`config.mk`:
```
export PLATFORM = sky130hd
export DESIGN_NAME = alu_issue_stage
export DESIGN_NICKNAME = d
export VERILOG_FILES = /design/src/rtl/alu_pkg.sv /design/src/rtl/fwd_mux.sv /design/src/rtl/alu_issue_stage.sv
export SDC_FILE = /design/constraint.sdc
export NUM_CORES = 1
export LEC_CHECK = 0
export CAP_MARGIN = 15
export CORE_UTILIZATION = 35
export CTS_CLUSTER_SIZE = 20
export DETAILED_ROUTE_END_ITERATION = 8
export MAX_ROUTING_LAYER = met4
export PLACE_DENSITY = 0.66
export SYNTH_ARGS = -nofsm -noshare
export SYNTH_HDL_FRONTEND = slang
export SYNTH_HIERARCHICAL = 1
export SYNTH_SLANG_ARGS = --single-unit
```
`constraint.sdc`:
```
create_clock -name clk -period 8.15 [get_ports clk]
set_clock_uncertainty 0.2 [all_clocks]
set_input_delay 2.445 -clock clk [delete_from_list [all_inputs] [get_ports clk]]
set_output_delay 2.445 -clock clk [all_outputs]
set_load 0.1 [all_outputs]
```
`src/rtl/alu_pkg.sv`:
```
`default_nettype none
// ============================================================================
//  Package     : alu_pkg
//  Description : Shared encodings for the ALU issue stage and its helpers:
//                ALU op codes, operand-A/B source selects and the hard-wired
//                zero register index.
//  Revision    : 1.0 - initial release
// ============================================================================
package alu_pkg;

  typedef enum logic [3:0] {
    ADD  = 4'd0,
    SUB  = 4'd1,
    AND  = 4'd2,
    OR   = 4'd3,
    XOR  = 4'd4,
    SLL  = 4'd5,
    SRL  = 4'd6,
    SRA  = 4'd7,
    SLT  = 4'd8,
    SLTU = 4'd9
  } alu_op_e;

  typedef enum logic [1:0] {
    A_RS1     = 2'd0,
    A_PC      = 2'd1,
    A_ZERO    = 2'd2,
    A_RS1_ALT = 2'd3   // reserved encoding, behaves as rs1
  } a_sel_e;

  typedef enum logic {
    B_RS2 = 1'b0,
    B_IMM = 1'b1
  } b_sel_e;

  // Register x0: never a forwarding target.
  localparam int unsigned ZERO_IDX = 0;

endpackage : alu_pkg
`default_nettype wire

```
`src/rtl/fwd_mux.sv`:
```
`default_nettype none
// ============================================================================
//  Module      : fwd_mux
//  Description : Per-operand RAW bypass. Picks the newest value of register
//                'idx' from EX/MEM, then MEM/WB, else the held value.
//  Ports       : idx/held_val          - operand index and held value
//                exm_* / mwb_*         - write-back sources (EX/MEM newer)
//                fwd_val               - resolved operand value
//  Revision    : 1.0 - initial release
// ============================================================================
module fwd_mux
  import alu_pkg::*;
#(
  parameter int XLEN   = 32,
  parameter int REGIDX = 5
) (
  input  logic [REGIDX-1:0] idx,
  input  logic [XLEN-1:0]   held_val,
  input  logic              exm_reg_write,
  input  logic [REGIDX-1:0] exm_rd,
  input  logic [XLEN-1:0]   exm_result,
  input  logic              mwb_reg_write,
  input  logic [REGIDX-1:0] mwb_rd,
  input  logic [XLEN-1:0]   mwb_result,
  output logic [XLEN-1:0]   fwd_val
);

  logic w_not_x0;
  logic w_exm_hit;
  logic w_mwb_hit;

  // x0 is architecturally zero; a producer "writing" it must not bypass.
  assign w_not_x0  = (idx != REGIDX'(ZERO_IDX));
  assign w_exm_hit = w_not_x0 && exm_reg_write && (exm_rd == idx);
  assign w_mwb_hit = w_not_x0 && mwb_reg_write && (mwb_rd == idx);

  // EX/MEM holds the younger producer, so it wins over MEM/WB.
  always_comb begin
    fwd_val = held_val;
    if (w_exm_hit) begin
      fwd_val = exm_result;
    end else if (w_mwb_hit) begin
      fwd_val = mwb_result;
    end
  end

endmodule : fwd_mux
`default_nettype wire

```
`src/rtl/alu_issue_stage.sv`:
```
`default_nettype none
// ============================================================================
//  Module      : alu_issue_stage
//  Description : ID/EX register ahead of the ALU. Holds one decoded
//                instruction, bypasses RAW hazards from EX/MEM and MEM/WB,
//                and presents A/B/op under a valid/ready handshake.
//  Ports       : in_*            - decode-side instruction + handshake
//                flush           - drop the held / offered instruction
//                exm_* / mwb_*   - write-back sources for forwarding
//                out_valid/ready - ALU-side handshake
//                alu_a/b/op      - ALU operands
//                out_rd, out_reg_write, out_store_data - carried downstream
//  Revision    : 1.0 - initial release
// ============================================================================
module alu_issue_stage
  import alu_pkg::*;
#(
  parameter int XLEN   = 32,
  parameter int REGIDX = 5
) (
  input  logic              clk,
  input  logic              rst,
  input  logic              in_valid,
  output logic              in_ready,
  input  logic [XLEN-1:0]   in_pc,
  input  logic [XLEN-1:0]   in_rs1_val,
  input  logic [XLEN-1:0]   in_rs2_val,
  input  logic [XLEN-1:0]   in_imm,
  input  logic [REGIDX-1:0] in_rs1_idx,
  input  logic [REGIDX-1:0] in_rs2_idx,
  input  logic [REGIDX-1:0] in_rd_idx,
  input  logic [1:0]        in_a_sel,
  input  logic              in_b_sel,
  input  logic [3:0]        in_alu_op,
  input  logic              in_reg_write,
  input  logic              flush,
  input  logic              exm_reg_write,
  input  logic [REGIDX-1:0] exm_rd,
  input  logic [XLEN-1:0]   exm_result,
  input  logic              mwb_reg_write,
  input  logic [REGIDX-1:0] mwb_rd,
  input  logic [XLEN-1:0]   mwb_result,
  output logic              out_valid,
  input  logic              out_ready,
  output logic [XLEN-1:0]   alu_a,
  output logic [XLEN-1:0]   alu_b,
  output logic [3:0]        alu_op,
  output logic [REGIDX-1:0] out_rd,
  output logic              out_reg_write,
  output logic [XLEN-1:0]   out_store_data
);

  logic              r_valid;
  logic [XLEN-1:0]   r_pc;
  logic [XLEN-1:0]   r_rs1_val;
  logic [XLEN-1:0]   r_rs2_val;
  logic [XLEN-1:0]   r_imm;
  logic [REGIDX-1:0] r_rs1_idx;
  logic [REGIDX-1:0] r_rs2_idx;
  logic [REGIDX-1:0] r_rd;
  a_sel_e            r_a_sel;
  b_sel_e            r_b_sel;
  alu_op_e           r_op;
  logic              r_reg_write;

  logic [XLEN-1:0]   w_rs1_fwd;
  logic [XLEN-1:0]   w_rs2_fwd;
  logic              w_accept;
  logic              w_hold;

  assign in_ready = !r_valid || out_ready;
  // Flush overrides an accept in the same cycle: the offered word is lost.
  assign w_accept = in_valid && in_ready && !flush;
  assign w_hold   = r_valid && !out_ready;

  fwd_mux #(.XLEN(XLEN), .REGIDX(REGIDX)) u_fwd_rs1 (
    .idx           (r_rs1_idx),
    .held_val      (r_rs1_val),
    .exm_reg_write (exm_reg_write),
    .exm_rd        (exm_rd),
    .exm_result    (exm_result),
    .mwb_reg_write (mwb_reg_write),
    .mwb_rd        (mwb_rd),
    .mwb_result    (mwb_result),
    .fwd_val       (w_rs1_fwd)
  );

  fwd_mux #(.XLEN(XLEN), .REGIDX(REGIDX)) u_fwd_rs2 (
    .idx           (r_rs2_idx),
    .held_val      (r_rs2_val),
    .exm_reg_write (exm_reg_write),
    .exm_rd        (exm_rd),
    .exm_result    (exm_result),
    .mwb_reg_write (mwb_reg_write),
    .mwb_rd        (mwb_rd),
    .mwb_result    (mwb_result),
    .fwd_val       (w_rs2_fwd)
  );

  always_ff @(posedge clk or posedge rst) begin
    if (rst) begin
      r_valid <= 1'b0;
    end else if (flush) begin
      r_valid <= 1'b0;
    end else if (in_valid && in_ready) begin
      r_valid <= 1'b1;
    end else if (out_ready) begin
      r_valid <= 1'b0;
    end
  end

  always_ff @(posedge clk or posedge rst) begin
    if (rst) begin
      r_pc        <= '0;
      r_rs1_val   <= '0;
      r_rs2_val   <= '0;
      r_imm       <= '0;
      r_rs1_idx   <= '0;
      r_rs2_idx   <= '0;
      r_rd        <= '0;
      r_a_sel     <= A_RS1;
      r_b_sel     <= B_RS2;
      r_op        <= ADD;
      r_reg_write <= 1'b0;
    end else if (w_accept) begin
      r_pc        <= in_pc;
      r_rs1_val   <= in_rs1_val;
      r_rs2_val   <= in_rs2_val;
      r_imm       <= in_imm;
      r_rs1_idx   <= in_rs1_idx;
      r_rs2_idx   <= in_rs2_idx;
      r_rd        <= in_rd_idx;
      r_a_sel     <= a_sel_e'(in_a_sel);
      r_b_sel     <= b_sel_e'(in_b_sel);
      r_op        <= alu_op_e'(in_alu_op);
      r_reg_write <= in_reg_write;
    end else if (w_hold) begin
      // Capture any bypass seen during a stall; the producer may retire
      // before the stall ends and the value would otherwise be lost.
      r_rs1_val <= w_rs1_fwd;
      r_rs2_val <= w_rs2_fwd;
    end
  end

  always_comb begin
    alu_a = w_rs1_fwd;
    case (r_a_sel)
      A_PC:    alu_a = r_pc;
      A_ZERO:  alu_a = '0;
      default: alu_a = w_rs1_fwd;
    endcase
  end

  assign alu_b          = (r_b_sel == B_IMM) ? r_imm : w_rs2_fwd;
  assign alu_op         = r_op;
  assign out_valid      = r_valid;
  assign out_rd         = r_rd;
  assign out_reg_write  = r_valid && r_reg_write;
  assign out_store_data = w_rs2_fwd;

endmodule : alu_issue_stage
`default_nettype wire

```
==> results of run 1 <==
worst max path at each step:
stage | slack, ps | to | start | cells past startpoint
2_1_floorplan | 9 | alu_b[31] | exm_rd[2] | 6
5_1_grt | 440 | alu_b[10] | mwb_rd[1] | 8
4_1_cts | 540 | alu_b[6] | mwb_rd[1] | 8
6_report | 540 | alu_b[4] | mwb_rd[1] | 8
3_5_place_dp | 540 | alu_b[6] | mwb_rd[1] | 8
3_3_place_gp | 380 | alu_a[27] | exm_rd[3] | 7
power groups by stage:
| stage | sequential, mW | combinational, mW | clock (mW) |
|---|---|---|---|
| 6_report | 0.990 | 2.71 | 0.791 |
| 5_1_grt | 1.01 | 2.80 | 0.839 |
| 4_1_cts | 0.989 | 2.72 | 0.806 |
| 3_5_place_dp | 1.00 | 2.71 | 0 |
| 3_3_place_gp | 0.997 | 2.69 | 0 |
| 2_1_floorplan | 1.02 | 1.69 | 0 |
layout make-up:
class                   instances  area, µm²
fillers                      2131      10900
multi-input cells             673       4970
repair buffers                358       4530
flip-flops and latches        152       3800
clock buffers                  20        457
well taps                     330        413
clock inverters                12        118
inverters                       3       16.3
diodes                          5       12.5
state kept, by name, summed over array words and instances, names as in the netlist:
register and flops:
alu_op 4, out_rd 5, out_valid 1, r_a_sel 2
r_b_sel 1, r_imm 32, r_pc 32, r_reg_write 1
r_rs1_idx 5, r_rs1_val 32, r_rs2_idx 5, r_rs2_val 32
layer usage:
layer  wire length (µm)  vias up  global-route usage
met2              15700      385               0.404
met5                  0        -                   -
met1              14000     4085               0.329
met4               1030        0               0.108
li1                   -     3932                   -
met3               2340       63              0.0595
layout by cell type (no fill, tap or decap), types with 2 or more instances in the layout:
master and count:
a21oi_1 65, a22o_1 17, a31oi_1 33, a31oi_2 31
and4_1 2, buf_12 97, buf_4 18, clkbuf_16 17
clkbuf_8 2, clkdlybuf4s50_1 242, clkinv_4 3, clkinvlp_4 4
dfrtp_1 151, diode_2 5, inv_1 2, inv_6 4
mux2_2 89, mux2_4 29, mux2i_1 64, nand2_1 30
nand3_1 65, nand4_1 4, nor2_1 64, nor3_1 64
o211a_1 2, o211ai_4 4, o21ai_0 70, o21ai_1 10
or4_4 2, xnor2_1 20
kinds of logic after synthesis:
logic type,Yosys count,share of synthesized area
AOI/OAI and AO/OA,232,0.150
xor gates and xnor gates,20,0.0195
adders and majority gates,1,0.00139
buffers and inverters,93,0.0508
DFF,152,0.424
muxes,182,0.231
and+or+nand+nor,238,0.124
critical path, stage by stage:
cell and delay [ps]:
clkdlybuf4s50_1 460, xnor2_1 310, o211a_1 550, buf_12 230, nand3_1 110, a31oi_2 390, mux2_2 260, buf_12 180
==> metrics.yaml, run 1 <==
dp_cells: 1516
yosysWarnings: 6
finalSetupTns_ps: 0
die-area_um2: 26300
grt_pass1_vias: 8667
min_from: "r_imm[29]"
syn-num-nets: 1151
coreArea_um2: 25200
synth.area.top_cells: "dfrtp_1 (42%), mux2_2 (11%), mux2i_1 (7.1%)"
path_clk_slew_ps: 70
worstRegToRegCells: 5
maxSlewHeadroom: 0.292
yosys_register_bits: 152
fin_util: 0.568
clkSinkCount: 152
dp_hpwl_mm: 23.4
die_h_um: 162
fin_cells: 1553
power_frac_clock: 0.176
swShare: 0.485
p_leak_nw: 5.49
yosysMostFrequentCell: "dfrtp_1"
whs_path_depth: 1
root_buffer: "clkbuf_16"
fin_ws_ps: 540
setup_viol: 0
timing.rr.start: "out_valid"
io_pins: 340
pre_cts_ws_ps: 538
cts_made_buffers: 17
whs_ps: 302
synthCells: 918
hold_end: "r_imm[29]"
max_freq_mhz: 131
finalCritPeriodShare: 0.934
avgViaCountPerCell: 5.45
regToRegSetupSlack_ps: 4940
port_buffers: 339
slew_violations: 0
min_period_ps: 7610
ys.flop_type: "dfrtp_1"
syn_area_per_cell_um2: 9.78
rows: 58
place_congestion: 0.916
worst-path-max-fanout: 21
wl_per_cell_um: 21.3
hold_viol_final: 0
yosysSeqAreaShare: 0.424
cts_tree: "yes"
p_switching_mw: 2.17
drt_iter0_markers: 621
grt_overflow: 0
synth_cell_types: 32
hold_buffers: 0
nets: 1438
drt-pass1-iter-count: 6
yosysTopAreaCellShare: 0.424
insertion_delay_ps: 420
vias: 8465
max_slew.worst_pin.slew_ps: 1060
die_w_um: 162
grt_first_pass_wirelength_mm: 50.6
power.total_mw: 4.49
intPower_mw: 2.31
peakVddDrop_mv: 0.223
required_ps: 5510
end_kind: "output port"
post_cts_buffers: 0
cts_resized: 0
status: "complete, no violations"
p_seq_frac: 0.221
hold_path_class: "reg -> reg"
worstReg2RegEnd: "r_pc[31]"
cap_violations: 0
drtAntennaViolNets: 0
area_delta_synth_final_pct: 59.4
drive_above_1_share: 0.254
antenna_found_initial: 5
grt_setup_unrepaired: "false"
grtUsageTotal: 0.262
htreeDepth: 4
cts.path.max_buffers: 2
stdcell_area_um2: 14300
power_density_nw_per_um2: 313
drc: 0
crit_type: "in -> out"
combPwrFrac: 0.603
placed_cell_area_um2: 13700
critPathArrivalTime_ps: 4960
wl_mm: 33.0
grt_max_degree: 97
start_util: 0.357
synth_edf_count: 0
start_kind: "primary input"
yosys.area.top_type: "dfrtp_1"
syn_area_um2: 8980
synthArstFlopShare: 1.00
netlist_top_cells_count: "dfrtp_1 (152), mux2_2 (89), o21ai_0 (70)"
Power figures use the tool's default switching activity.
==> inputs of run 2 (changes only) <==
CORE_MARGIN = 10   (was default)
CTS_CLUSTER_SIZE = 10   (was 20)
GPL_TIMING_DRIVEN = 0   (was default)
==> metrics.yaml, run 2 (synthesis results as in run 1) <==
status: "complete, no violations"
drc: 0  # unchanged
routedLengthMet1_mm: 15.4  # +10%
die_h_um: 180  # +11%
cts_made_buffers: 17  # unchanged
fin_cells: 1630  # +5.0%
nFillCells: 2299  # +7.9%
critPathTopFamily: "buffers and inverters"
coreArea_um2: 25200  # unchanged
critPathSlowestCell: "clkdlybuf4s15_2"
worst-path-max-fanout: 10  # -52%
drt-pass1-iter-count: 7  # +1
required_ps: 5510  # about the same
start_util: 0.357  # unchanged
final_cell_mix: "clkdlybuf4s50_1 (243), dfrtp_1 (152), mux2_2 (89), o21ai_0 (70)"
whs_path_depth: 1  # unchanged
finalSetupTns_ps: 0  # unchanged
end_kind: "output port"
fin_util: 0.536  # -0.0328
drt_iter0_markers: 699  # +13%
clkSinkCount: 152  # unchanged
path_clk_slew_ps: 70  # about the same
regToRegSetupSlack_ps: 5270  # +330 ps
drive_above_1_share: 0.253  # -0.000599
worstReg2RegEnd: "r_rs2_val[21]"
root_buffer: "clkbuf_16"
hold_path_class: "reg -> reg"
cts_tree: "yes"
grtUsageTotal: 0.226  # -0.0352
nets: 1512  # +5.1%
endpoint: "alu_a[29]"
p_leak_nw: 5.15  # -6.1%
die_w_um: 180  # +11%
grt_overflow: 0  # unchanged
slowest_delay_ps: 570  # +20 ps
io_pins: 340  # unchanged
grt_first_pass_wirelength_mm: 56.1  # +11%
whs_ps: 304  # +2.02 ps
met2_length_mm: 17.9  # +14%
timing.rr.start: "r_rs2_idx[1]"
htreeDepth: 4  # unchanged
die-area_um2: 32500  # +23%
vias: 8651  # +2.2%
place_congestion: 0.883  # -3.6%
wl_met3_mm: 2.68  # +15%
highest_layer: "met4"
cpMostUsedCell: "clkbuf_1"
dp_hpwl_mm: 29.6  # +27%
stdcell_area_um2: 13500  # -5.8%
worstRegToRegCells: 8  # +3
path_cells: "clkdlybuf4s50_1 -> xnor2_1 -> and4_1 -> clkbuf_1 -> clkbuf_1 -> nand3_1 -> a31oi_1 -> a22o_1 -> clkdlybuf4s15_2"
cts.path.max_buffers: 2  # unchanged
avgViaCountPerCell: 5.31  # -2.6%
peakVddDrop_mv: 0.198  # -11%
cap_violations: 0  # unchanged
cp-startpoint: "mwb_rd[2]"
wl_mm: 37.0  # +12%
area_delta_synth_final_pct: 50.2
slew_violations: 0  # unchanged
min_period_ps: 8010  # +400 ps
start_kind: "primary input"
finalCritPeriodShare: 0.983  # +0.0491
hold_buffers: 0  # unchanged
rows: 58  # unchanged
grt_pass1_vias: 9188  # +6.0%
cp_num_cells: 9  # +1
grt_setup_unrepaired: "true"
power_density_nw_per_um2: 300  # -4.2%
critPathArrivalTime_ps: 5370  # +410 ps
drtAntennaViolNets: 0  # unchanged
max_slew.worst_pin.slew_ps: 993  # -68.5 ps
hold_viol_final: 0  # unchanged
port_buffers: 339  # unchanged
cp_num_buf_inv: 4  # +1
maxSlewHeadroom: 0.336  # +0.0436
wl_per_cell_um: 22.7  # +6.7%
antenna_found_initial: 9  # +4
crit_type: "in -> out"
max_freq_mhz: 125  # -5.0%
layout_commonest_cell: "clkdlybuf4s50_1"
placed_cell_area_um2: 13000  # -5.2%
grt_max_degree: 78  # -20%
dp_cells: 1588  # +4.7%
insertion_delay_ps: 440  # +20 ps
setup_viol: 0  # unchanged
## run 2: cell count changes in the layout (fill, tap and decap cells not counted), sizes merged
cell	delta
clkdlybuf4s50	+1
inv	+4
clkinv	-3
clkbuf	+82
dlygate4sd2	+1
buf	-65
diode	+3
clkdlybuf4s18	+8
clkdlybuf4s15	+46
## run 2: where the power goes
group | total (mW) | switching (mW) | leakage (nW) | internal, mW
Clock | 0.807 | 0.361 | 0.276 | 0.445
Sequential | 0.981 | 0.0865 | 1.75 | 0.895
Combinational | 2.26 | 1.68 | 3.12 | 0.584
Total | 4.05 | 2.13 | 5.15 | 1.92
## run 2: metal layers
| metal | track usage | vias to the layer above |
|---|---|---|
| met5 | - | - |
| met4 | 0.0886 | 0 |
| met3 | 0.0622 | 59 |
| met2 | 0.361 | 330 |
| met1 | 0.267 | 4172 |
| li1 | - | 4090 |
## run 2: final cells by class
type,instances,area (µm²),share of cell area
Inverter,3,18.8,0.00139
Tap cell,330,413,0.0306
Clock inverter,13,133,0.00983
Clock buffer,19,453,0.0336
Sequential cell,152,3800,0.282
Multi-Input combinational cell,673,4910,0.364
Antenna cell,8,20.0,0.00148
Buffer,90,447,0.0331
Timing Repair Buffer,342,3290,0.244
## run 2: worst min-delay path by stage
stage	start	end	slack [ps]
2_1_floorplan	r_reg_write	r_reg_write	270
3_3_place_gp	r_imm[11]	r_imm[11]	280
3_5_place_dp	r_imm[4]	r_imm[4]	290
4_1_cts	r_imm[2]	r_imm[2]	310
5_1_grt	r_pc[30]	r_pc[30]	320
6_report	r_imm[2]	r_imm[2]	300
## run 2: repair_timing
action | in CTS | in global routing
setup buffers | 0 | 2
gates resized for setup | 243 | 90
pin swaps | 0 | 1
setup endpoints to repair | 96 | 58
## run 2: stage by stage
stage / setup slack (ps) / power (mW)
after global routing: -42.0 / 4.22
final: 140 / 4.05
after floorplan: 8.93 / 2.71
after detailed placement: -538 / 3.34
after global placement: -1220 / 3.32
after CTS: 3.74 / 4.10
==> inputs of run 3 (changes only) <==
CTS_CLUSTER_DIAMETER = 30   (was default)
==> results of run 3 <==
Same layout as run 2: the final DEF is identical, and so are final timing and power.
